--- src/rtl/multicycle_controller.sv ---
// Control FSM for the shared multicycle RISC-V datapath, including ALU-control and immediate decode.
// Define MCU_BNE_EN to add bne support to the BRANCH state; by default only beq is accepted.
module multicycle_controller #(
    parameter int unsigned OP_WIDTH       = 7,
    parameter int unsigned FUNCT3_WIDTH   = 3,
    parameter int unsigned ALU_CTRL_WIDTH = 3,
    parameter int unsigned IMM_SRC_WIDTH  = 2
) (
    input  logic                      clk,
    input  logic                      rst_n,
    input  logic [OP_WIDTH-1:0]       op,
    input  logic [FUNCT3_WIDTH-1:0]   funct3,
    input  logic                      funct7_5,
    input  logic                      Zero,
    input  logic                      mem_ready,
    output logic                      PCWrite,
    output logic                      AdrSrc,
    output logic                      MemWrite,
    output logic                      IRWrite,
    output logic [1:0]                ResultSrc,
    output logic [1:0]                ALUSrcA,
    output logic [1:0]                ALUSrcB,
    output logic [IMM_SRC_WIDTH-1:0]  ImmSrc,
    output logic [ALU_CTRL_WIDTH-1:0] ALUControl,
    output logic                      RegWrite,
    output logic                      instr_done,
    output logic                      illegal
);

    localparam logic [3:0] StFetch    = 4'd0;
    localparam logic [3:0] StDecode   = 4'd1;
    localparam logic [3:0] StMemAdr   = 4'd2;
    localparam logic [3:0] StMemRead  = 4'd3;
    localparam logic [3:0] StMemWb    = 4'd4;
    localparam logic [3:0] StMemWrite = 4'd5;
    localparam logic [3:0] StExecR    = 4'd6;
    localparam logic [3:0] StExecI    = 4'd7;
    localparam logic [3:0] StJal      = 4'd8;
    localparam logic [3:0] StAluWb    = 4'd9;
    localparam logic [3:0] StBranch   = 4'd10;
    localparam logic [3:0] StTrap     = 4'd11;

    localparam logic [6:0] OpLoad   = 7'b0000011;
    localparam logic [6:0] OpStore  = 7'b0100011;
    localparam logic [6:0] OpRType  = 7'b0110011;
    localparam logic [6:0] OpIType  = 7'b0010011;
    localparam logic [6:0] OpJal    = 7'b1101111;
    localparam logic [6:0] OpBranch = 7'b1100011;

    logic [3:0] state_q, state_d;
    logic [1:0] alu_op;
    logic       branch_ok;
    logic       branch_taken;

`ifdef MCU_BNE_EN
    assign branch_ok    = (funct3[2:0] == 3'b000) || (funct3[2:0] == 3'b001);
    assign branch_taken = funct3[0] ? ~Zero : Zero;
`else
    assign branch_ok    = (funct3[2:0] == 3'b000);
    assign branch_taken = Zero;
`endif

    always_ff @(posedge clk or negedge rst_n) begin
        if (!rst_n) begin
            state_q <= StFetch;
        end else begin
            state_q <= state_d;
        end
    end

    always_comb begin
        state_d = StTrap;
        case (state_q)
            StFetch:    state_d = mem_ready ? StDecode : StFetch;
            StDecode: begin
                case (op[6:0])
                    OpLoad, OpStore: state_d = StMemAdr;
                    OpRType:         state_d = StExecR;
                    OpIType:         state_d = StExecI;
                    OpJal:           state_d = StJal;
                    OpBranch:        state_d = branch_ok ? StBranch : StTrap;
                    default:         state_d = StTrap;
                endcase
            end
            StMemAdr:   state_d = op[5] ? StMemWrite : StMemRead;
            StMemRead:  state_d = mem_ready ? StMemWb : StMemRead;
            StMemWb:    state_d = StFetch;
            StMemWrite: state_d = mem_ready ? StFetch : StMemWrite;
            StExecR:    state_d = StAluWb;
            StExecI:    state_d = StAluWb;
            StJal:      state_d = StAluWb;
            StAluWb:    state_d = StFetch;
            StBranch:   state_d = StFetch;
            StTrap:     state_d = StTrap;
            default:    state_d = StTrap;
        endcase
    end

    always_comb begin
        PCWrite    = 1'b0;
        AdrSrc     = 1'b0;
        MemWrite   = 1'b0;
        IRWrite    = 1'b0;
        ResultSrc  = 2'b00;
        ALUSrcA    = 2'b00;
        ALUSrcB    = 2'b00;
        alu_op     = 2'b00;
        RegWrite   = 1'b0;
        instr_done = 1'b0;
        illegal    = 1'b0;
        case (state_q)
            StFetch: begin
                ALUSrcB   = 2'b10;
                ResultSrc = 2'b10;
                IRWrite   = mem_ready;
                PCWrite   = mem_ready;
            end
            StDecode: begin
                ALUSrcA = 2'b01;
                ALUSrcB = 2'b01;
            end
            StMemAdr: begin
                ALUSrcA = 2'b10;
                ALUSrcB = 2'b01;
            end
            StMemRead: begin
                AdrSrc = 1'b1;
            end
            StMemWb: begin
                ResultSrc  = 2'b01;
                RegWrite   = 1'b1;
                instr_done = 1'b1;
            end
            StMemWrite: begin
                AdrSrc     = 1'b1;
                MemWrite   = 1'b1;
                instr_done = mem_ready;
            end
            StExecR: begin
                ALUSrcA = 2'b10;
                alu_op  = 2'b10;
            end
            StExecI: begin
                ALUSrcA = 2'b10;
                ALUSrcB = 2'b01;
                alu_op  = 2'b10;
            end
            StJal: begin
                ALUSrcA = 2'b01;
                ALUSrcB = 2'b10;
                PCWrite = 1'b1;
            end
            StAluWb: begin
                RegWrite   = 1'b1;
                instr_done = 1'b1;
            end
            StBranch: begin
                ALUSrcA    = 2'b10;
                alu_op     = 2'b01;
                PCWrite    = branch_taken;
                instr_done = 1'b1;
            end
            StTrap: begin
                illegal = 1'b1;
            end
            default: ;
        endcase
        // Reset forces every strobe low even though the state already reads FETCH.
        if (!rst_n) begin
            PCWrite    = 1'b0;
            MemWrite   = 1'b0;
            IRWrite    = 1'b0;
            RegWrite   = 1'b0;
            instr_done = 1'b0;
            illegal    = 1'b0;
        end
    end

    always_comb begin
        ALUControl = 3'b000;
        case (alu_op)
            2'b01: ALUControl = 3'b001;
            2'b10: begin
                case (funct3[2:0])
                    3'b000:  ALUControl = (op[5] && funct7_5) ? 3'b001 : 3'b000;
                    3'b010:  ALUControl = 3'b101;
                    3'b110:  ALUControl = 3'b011;
                    3'b111:  ALUControl = 3'b010;
                    default: ALUControl = 3'b000;
                endcase
            end
            default: ALUControl = 3'b000;
        endcase
    end

    always_comb begin
        case (op[6:0])
            OpStore:  ImmSrc = 2'b01;
            OpBranch: ImmSrc = 2'b10;
            OpJal:    ImmSrc = 2'b11;
            default:  ImmSrc = 2'b00;
        endcase
    end

endmodule

--- config.mk ---
export PLATFORM = sky130hd
export DESIGN_NAME = multicycle_controller
export DESIGN_NICKNAME = d
export VERILOG_FILES = /design/src/rtl/multicycle_controller.sv
export SDC_FILE = /design/constraint.sdc
export NUM_CORES = 1
export LEC_CHECK = 0
export ABC_AREA = 1
export ABC_CLOCK_PERIOD_IN_PS = 4100
export CAP_MARGIN = 40
export CORE_UTILIZATION = 41
export DETAILED_ROUTE_END_ITERATION = 8
export PLACE_DENSITY = 0.95
export SLEW_MARGIN = 0
export SYNTH_ARGS = -nofsm -noshare
export SYNTH_HDL_FRONTEND = slang
export SYNTH_SLANG_ARGS = --single-unit
--- constraint.sdc ---
create_clock -name clk -period 4.1 [get_ports clk]
set_input_delay 0.41 -clock clk [delete_from_list [all_inputs] [get_ports clk]]
set_output_delay 0.41 -clock clk [all_outputs]
set_load 0.01 [all_outputs]
Yosys cells after proc, flatten, opt, wreduce, memory -nomap -nowiden
Index checks and enable logic that the tools add are counted.

Output and inout port bits: 18. Register bits: 4. Input bits: 15. Logic and storage cells: 64.

Reductions and logical operators: 13. Eq/ne operators: 22. Multiplexer cells: 28.

Operators by type and width (count): $pmux 4 s7 (1); $pmux 4 s5 (1); $eq 4x3->1 const B (4); $eq 4x4->1 const B (4); $pmux 2 s2 (4); $eq 7x6->1 const B (2); $eq 7x7->1 const B (2); $mux 1 (14); $pmux 3 s4 (1); $reduce_or 2->1 (6); $mux 3 (3); $reduce_or 3->1 (3); $eq 4x2->1 const B (2); $eq 7x2->1 const B (1); $eq 7x5->1 const B (1); $eq 3x3->1 const B (2); $pmux 2 s3 (1); $pmux 3 s2 (1); $eq 4x1->1 const B (1); $logic_not 4->1 (1); $reduce_or 4->1 (1); $eq 3x2->1 const B (1); $logic_not 3->1 (1); $pmux 1 s3 (1); other kinds (4) (4).

Depth between registers and ports, before layout
Gate-level depths: netlist of the first run.

Depth in word-level cells: 5. Mapped depth: 9. Depth with buffers taken out: 9.

Worst setup path before layout of the first run
OpenSTA, ideal clock, no wires.

Path kind: flip-flop to output port. From: register state_q[2]. To: output port ALUControl[2]. Buffers on the path: 0. Data required time: 3.690 ns. Stages on the path, launching flop included: 8. Setup slack: 1.980 ns. Arrival: 1.710 ns. Cell sequence: dfrtp_1 inv_2 nand2_2 nor2_4 inv_1 ha_1 or2_2 nor4_1.

Cells in the longest elaborated chain, start to end: 5.

RTL lines: start, declared (RTL line 50) `logic [3:0] state_q, state_d;`; start signal, assigned (RTL line 65) `state_q <= StFetch;`; start signal, assigned (RTL line 67) `state_q <= state_d;`; $eq 4x3->1 (RTL line 111) `case (state_q)`; $reduce_or 2->1 (no source line); $pmux 2 s2 (*) (RTL line 111); $eq 2x2->1 or $eq 2x1->1 (tied branches) (RTL line 181) `case (alu_op)`; $pmux 3 s2 (*) (RTL line 181); end, declared (RTL line 24) `output logic [ALU_CTRL_WIDTH-1:0] ALUControl,`.

Every way passes the cells marked *; elsewhere a longest branch is shown, timed or not.

Final worst setup path of the first run
Ends and elaborated chain as after synthesis.

==> results.yml, run 1 <==
outcome:
  status: "complete, no violations"
final_layout:
  area_delta_synth_final_pct: 58.98
  n_antenna_cell: 0
  nNetsFinal: 171
  drive_gt1_frac: 0.09868
  top_register: "state_q"
  largestRegisters: "state_q: 4 flops"
  largest_reg_flops: 4
global_routing:
  grt_antenna_before_repair: 0
  grt_pass1_wl_mm: 2.973
  grt_pass1_vias: 750
  busiest_layer: "met2"
  grt_usage: 0.2670
  globalRoute.totalOverflow: 0
  grt_use_met3: 0.02717
  use_met2: 0.4881
  grt_max_degree: 7
  use_met1: 0.3059
floorplanning:
  initial_core_util: 0.4541
  die-area_mm2: 0.001654
  rows: 13
  ios: 33
  die_h_um: 40.67
  core_area_mm2: 0.001350
  die_w_um: 40.67
sta:
  fin_crit_sh: 0.7020
  clock_skew_ns: 0.007276
  rsz0062_at_grt: "false"
  slew_viol_final: 0
  relSlewSlack: 0.8390
  tightest_slew_ns: 0.2407
  setup_viol: 0
  fin_ws_ns: 1.222
  finalSetupTns_ns: 0
  fin_crit_ns: 2.878
  max_clock_freq_mhz: 347.5
  hold_viol: 0
  fin_hold_ws_ns: 0.3905
logic_synthesis:
  synth-main-ff-cell: "dfrtp_1"
  yosysSeqAreaShare: 0.1633
  yosys.cell_count.top_type: "nand2_1"
  synth-async-reset-ratio: 1.000
  synth_edf_count: 0
  synthTopCellsByArea: "nand2_1 (19%), dfrtp_1 (16%), inv_1 (14%)"
  synth_compound_area_frac: 0.1429
  netlist_area_um2: 613.1
  muxShareOfSynthArea: 0
  synth_common_cells: "nand2_1 (31), inv_1 (23), nor2_1 (18)"
  yosys.area_share.adder: 0.04082
  synthSimpleGateAreaFrac: 0.4939
  syn_inst: 117
  synth-seq-cells: 4
  synth_top_family_by_area: "simple AND/OR/NAND/NOR gates"
  synth_top_area_cell: "nand2_1"
  yosysUniqueCellTypes: 20
  synth_top_area_frac: 0.1898
  yosys_warnings: 0
  syn-num-nets: 134
  syn_area_per_cell_um2: 5.240
  synthXorXnorAreaFrac: 0
route:
  antenna_left: 0
  drt_iter0_drc: 19
  via_per_inst: 4.982
  wl_per_cell_um: 11.21
  dr.pass1.iters: 4
  remaining_drc_errors: 0
  vias: 832
  routed_wl_mm: 1.872
critical_path:
  criticalPathCategory: "register to output port"
  cp_cell_sequence: "inv_2, nand2_2, nor2_4, inv_1, ha_1, or2_2, nor4_1, clkdlybuf4s50_1"
  cp-start-kind: "register"
  path_max_fanout: 5
  slowest_stage: "clkdlybuf4s50_1"
  reg2regPathDepth: 7
  crit_arrival_ns: 2.47
  worstPathRequired_ns: 3.69
  r2r_slack_ns: 2.86
  max_stage_delay_ns: 0.59
  worstSetupEndpointType: "output port"
power_and_ir_drop:
  ir_drop_uv: 98.94
  combPwrFrac: 0.229
  pwr-share-seq: 0.335
  clockPowerShare: 0.436
  swShare: 0.2560
  p_leak_nw: 0.4652
  p_switching_w: 0.00003030
  powerDensity_mw_per_mm2: 121.4
  p_int_w: 0.00008804
clock_tree:
  clkTransAtPathRegs_ns: 0.04
  ctsResizeCount: 0
  cts_buffers: 3
  ctsHoldBuffers: 0
  cts_sinks: 4
  htree_levels: 1
  clock_path_buffers: 2
  post_cts_buffers: 0
  cts_tree: "yes"
  cts-root-buf: "clkbuf_4"
  clock_latency_ns: 0.24
placed_design:
  pre_cts_slack_ns: 1.474
  gp_congestion: 0.8125
  port_buffers: 32
  dp_hpwl_mm: 1.558
run:
  drv_cap: 0
hold_path:
  hold_path_class: "input pin to async pin"
critical path: cells and delay by family (launching register included):
| family | cells | cell delay, ns |
|---|---|---|
| buffers and inverters | 3 | 0.75 |
| and+or+nand+nor | 4 | 0.73 |
| DFF | 1 | 0.44 |
| adders and majority gates | 1 | 0.30 |
per-stage QoR:
| stage | total power (W) | utilization | cell area (µm²) | instances |
|---|---|---|---|---|
| detailed placement | 0.00006709 | 0.7053 | 952.2 | 164 |
| global placement | 0.00006658 | 0.7053 | 952.2 | 164 |
| CTS | 0.0001184 | 0.7220 | 974.7 | 167 |
| global route | 0.0001244 | 0.7220 | 974.7 | 167 |
| finish | 0.0001183 | 0.7220 | 974.7 | 167 |
| floorplan | 0.00004737 | - | 613.1 | 117 |
power groups by stage:
stage	clock, W	sequential [W]	combinational (W)
floorplan	0	0.0000402	0.00000716
global placement	0	0.0000402	0.0000264
detailed placement	0	0.0000402	0.0000269
CTS	0.0000516	0.0000397	0.0000271
global route	0.0000551	0.0000396	0.0000296
finish	0.0000516	0.0000397	0.0000271
cell type report:
class,instances,area (µm²)
multi-input cells,87,415.4
fillers,112,375.4
repair buffers,32,320.3
flip-flops and latches,4,100.1
inverters,26,97.59
clock buffers,3,22.52
well taps,15,18.77
layer usage:
metal	vias to the layer above	wire [µm]
met1	357	752
met5	-	0
met2	36	971
met4	0	29
li1	434	-
met3	5	117
placed cells by master (no fill, tap or decap), types with 3 or more instances in the layout:
master            n
nand3_1           5
a21oi_1           7
nor2_2            5
inv_2             3
nor3_1            4
clkdlybuf4s50_1  32
o21ai_0           4
clkbuf_4          3
nor2_1           18
inv_1            23
dfrtp_1           4
nand2_1          31
final timing paths:
kind | from | end
setup / recovery | state_q[2] | ALUControl[2]
hold / removal | rst_n | state_q[3]
setup reg to reg | state_q[2] | state_q[0]
hold reg to reg | state_q[3] | state_q[3]
max in group asynchronous | rst_n | state_q[1]
min in group clk | state_q[3] | state_q[3]
kinds of logic (layout without fill, tap and decap cells):
kind of cell / count (synthesis) / count (layout)
compound gates: 16 / 16
simple gates: 69 / 69
flops: 4 / 4
fa+ha+maj: 2 / 2
buf+inv: 26 / 61
(Power assumes the default switching activity.)
==> run 2, diff against run 1 <==
--- a/config.mk
+++ b/config.mk
@@ -6,11 +6,11 @@
 export NUM_CORES = 1
 export LEC_CHECK = 0
 export ABC_AREA = 1
-export ABC_CLOCK_PERIOD_IN_PS = 4100
+export ABC_CLOCK_PERIOD_IN_PS = 2400
 export CAP_MARGIN = 40
-export CORE_UTILIZATION = 41
+export CORE_UTILIZATION = 34
 export DETAILED_ROUTE_END_ITERATION = 8
-export PLACE_DENSITY = 0.95
+export PLACE_DENSITY = 0.86
 export SLEW_MARGIN = 0
 export SYNTH_ARGS = -nofsm -noshare
 export SYNTH_HDL_FRONTEND = slang
==> constraint.sdc (replaced) <==
create_clock -name clk -period 2.4 [get_ports clk]
set_input_delay 0.24 -clock clk [delete_from_list [all_inputs] [get_ports clk]]
set_output_delay 0.24 -clock clk [all_outputs]
set_load 0.01 [all_outputs]
==> run 2 against run 1 <==
Power grew 69%. Count of clock-buffer cells in the layout did not move. Cell area up 4.4%. Die area increased by 20%. Worst setup slack got worse by 1.1 ns. Largest cell class unchanged. Critical path type unchanged. Highest routed layer unchanged.
==> results.yml, run 2 (synthesis results as in run 1) <==
outcome:
  status: "complete, no violations"
global_routing:
  grt_antenna_before_repair: 0
  grt_pass1_vias: 788
  globalRoute.totalOverflow: 0
  grt_max_degree: 7
  grt_pass1_wl_mm: 3.167
  grt_usage: 0.2141
route:
  routed_wl_mm: 1.873
  dr.pass1.iters: 4
  wl_per_cell_um: 10.35
  vias: 875
  drt_iter0_drc: 33
  via_per_inst: 4.834
  antenna_left: 0
  remaining_drc_errors: 0
critical_path:
  cp-start-kind: "register"
  criticalPathCategory: "register to output port"
  worstPathRequired_ns: 2.16
  path_buf_inv: 3
  cp_cell_sequence: "inv_2, nand2_2, nor2_4, inv_1, ha_1, or2_2, o22ai_1, dlygate4sd2_1"
  r2r-start: "state_q[2]"
  cpLargestDelayFamily: "simple AND/OR/NAND/NOR gates"
  crit_arrival_ns: 2.03
  path_max_fanout: 5
  cp_num_cells: 8
  reg2regPathDepth: 8
  slowest_stage: "dfrtp_1"
  worstSetupEndpointType: "output port"
  startpoint: "state_q[2]"
  max_stage_delay_ns: 0.43
final_layout:
  design_area_mm2: 0.001017
  area_delta_synth_final_pct: 65.92
  drive_gt1_frac: 0.1338
  mostFrequentLayoutCells: "nand2_1 (31), clkdlybuf4s50_1 (30), inv_1 (23)"
  final_common_cell: "nand2_1"
  utilization: 0.6381
  largest_reg_flops: 4
  top_register: "state_q"
  nNetsFinal: 176
  n_antenna_cell: 0
  largestRegisters: "state_q: 4 flops"
floorplanning:
  core_area_mm2: 0.001594
  ios: 33
  rows: 14
  initial_core_util: 0.3846
  die_h_um: 44.47
  die_w_um: 44.47
  die-area_mm2: 0.001977
hold_path:
  hold_path_class: "input pin to async pin"
sta:
  setup_viol: 0
  rsz0062_at_grt: "false"
  hold_viol: 0
  relSlewSlack: 0.8335
  tightest_slew_ns: 0.2471
  fin_crit_sh: 0.9450
  fin_ws_ns: 0.1319
  max_clock_freq_mhz: 440.9
  clock_skew_ns: 0.003687
  slew_viol_final: 0
  fin_crit_ns: 2.268
clock_tree:
  cts_tree: "yes"
  htree_levels: 1
  cts-root-buf: "clkbuf_4"
  clock_latency_ns: 0.24
  cts_sinks: 4
  clock_path_buffers: 2
  cts_buffers: 3
  clkTransAtPathRegs_ns: 0.04
placed_design:
  port_buffers: 32
  gp_congestion: 0.8907
  dp_hpwl_mm: 1.579
  pre_cts_slack_ns: -0.008185
  post_dp_cell_area_mm2: 0.001001
power_and_ir_drop:
  p_leak_nw: 0.4954
  powerDensity_mw_per_mm2: 196.1
  ir_drop_uv: 241.2
run:
  drv_cap: 0
-- run 2: cell types whose count changed in the layout (fill, tap and decap cells not counted) --
cell	change
buf_4	+5
clkbuf_2	+1
clkdlybuf4s50_1	-2
dlygate4sd2_1	+1
-- run 2: timing repair --
action	4_1_cts	5_1_grt
setup endpoints to repair	2	1
hold buffers	0	0
setup buffers	0	0
pin swaps	0	0
resized for setup	2	3
-- run 2: final timing paths --
kind / to / slack (ns)
worst max register to register: state_q[0] / 1.11
max in group asynchronous: state_q[3] / 1.99
worst max-delay path: ALUControl[0] / 0.13
worst min register to register: state_q[3] / 0.66
worst min-delay path: state_q[1] / 0.31
min in group clk: state_q[2] / 0.63
-- run 2: report_power, final --
part	internal, W	total (W)	switching (W)
clock	0.0000559	0.0000836	0.0000277
combinational	0.0000274	0.0000480	0.0000205
sequential	0.0000678	0.0000678	0
-- run 2: cell type report --
type                       instances  area (µm²)
fill                             160       576.8
tap                               24       30.03
multi-input combinational         87       415.4
sequential                         4       100.1
inverter                          26       97.59
timing repair buffer              37       351.6
clock buffer                       3       22.52
-- run 2: layer usage --
layer	routed length [µm]	vias up	track usage
met5	0	-	0
met4	46	0	0.09091
met3	166	8	0.04490
met2	880	50	0.3765
met1	779	369	0.2488
li1	-	448	-
-- run 2: through the flow --
step                      hold slack (ns)  cells  total power (W)  setup TNS [ns]
after floorplan                  -0.05559    117       0.00008092               0
after global placement             0.5313    178        0.0001148               0
after detailed placement           0.5579    178        0.0001159       -0.008185
after CTS                          0.3067    181        0.0002010               0
after global routing               0.3312    181        0.0002087               0
final                              0.3091    181        0.0001994               0
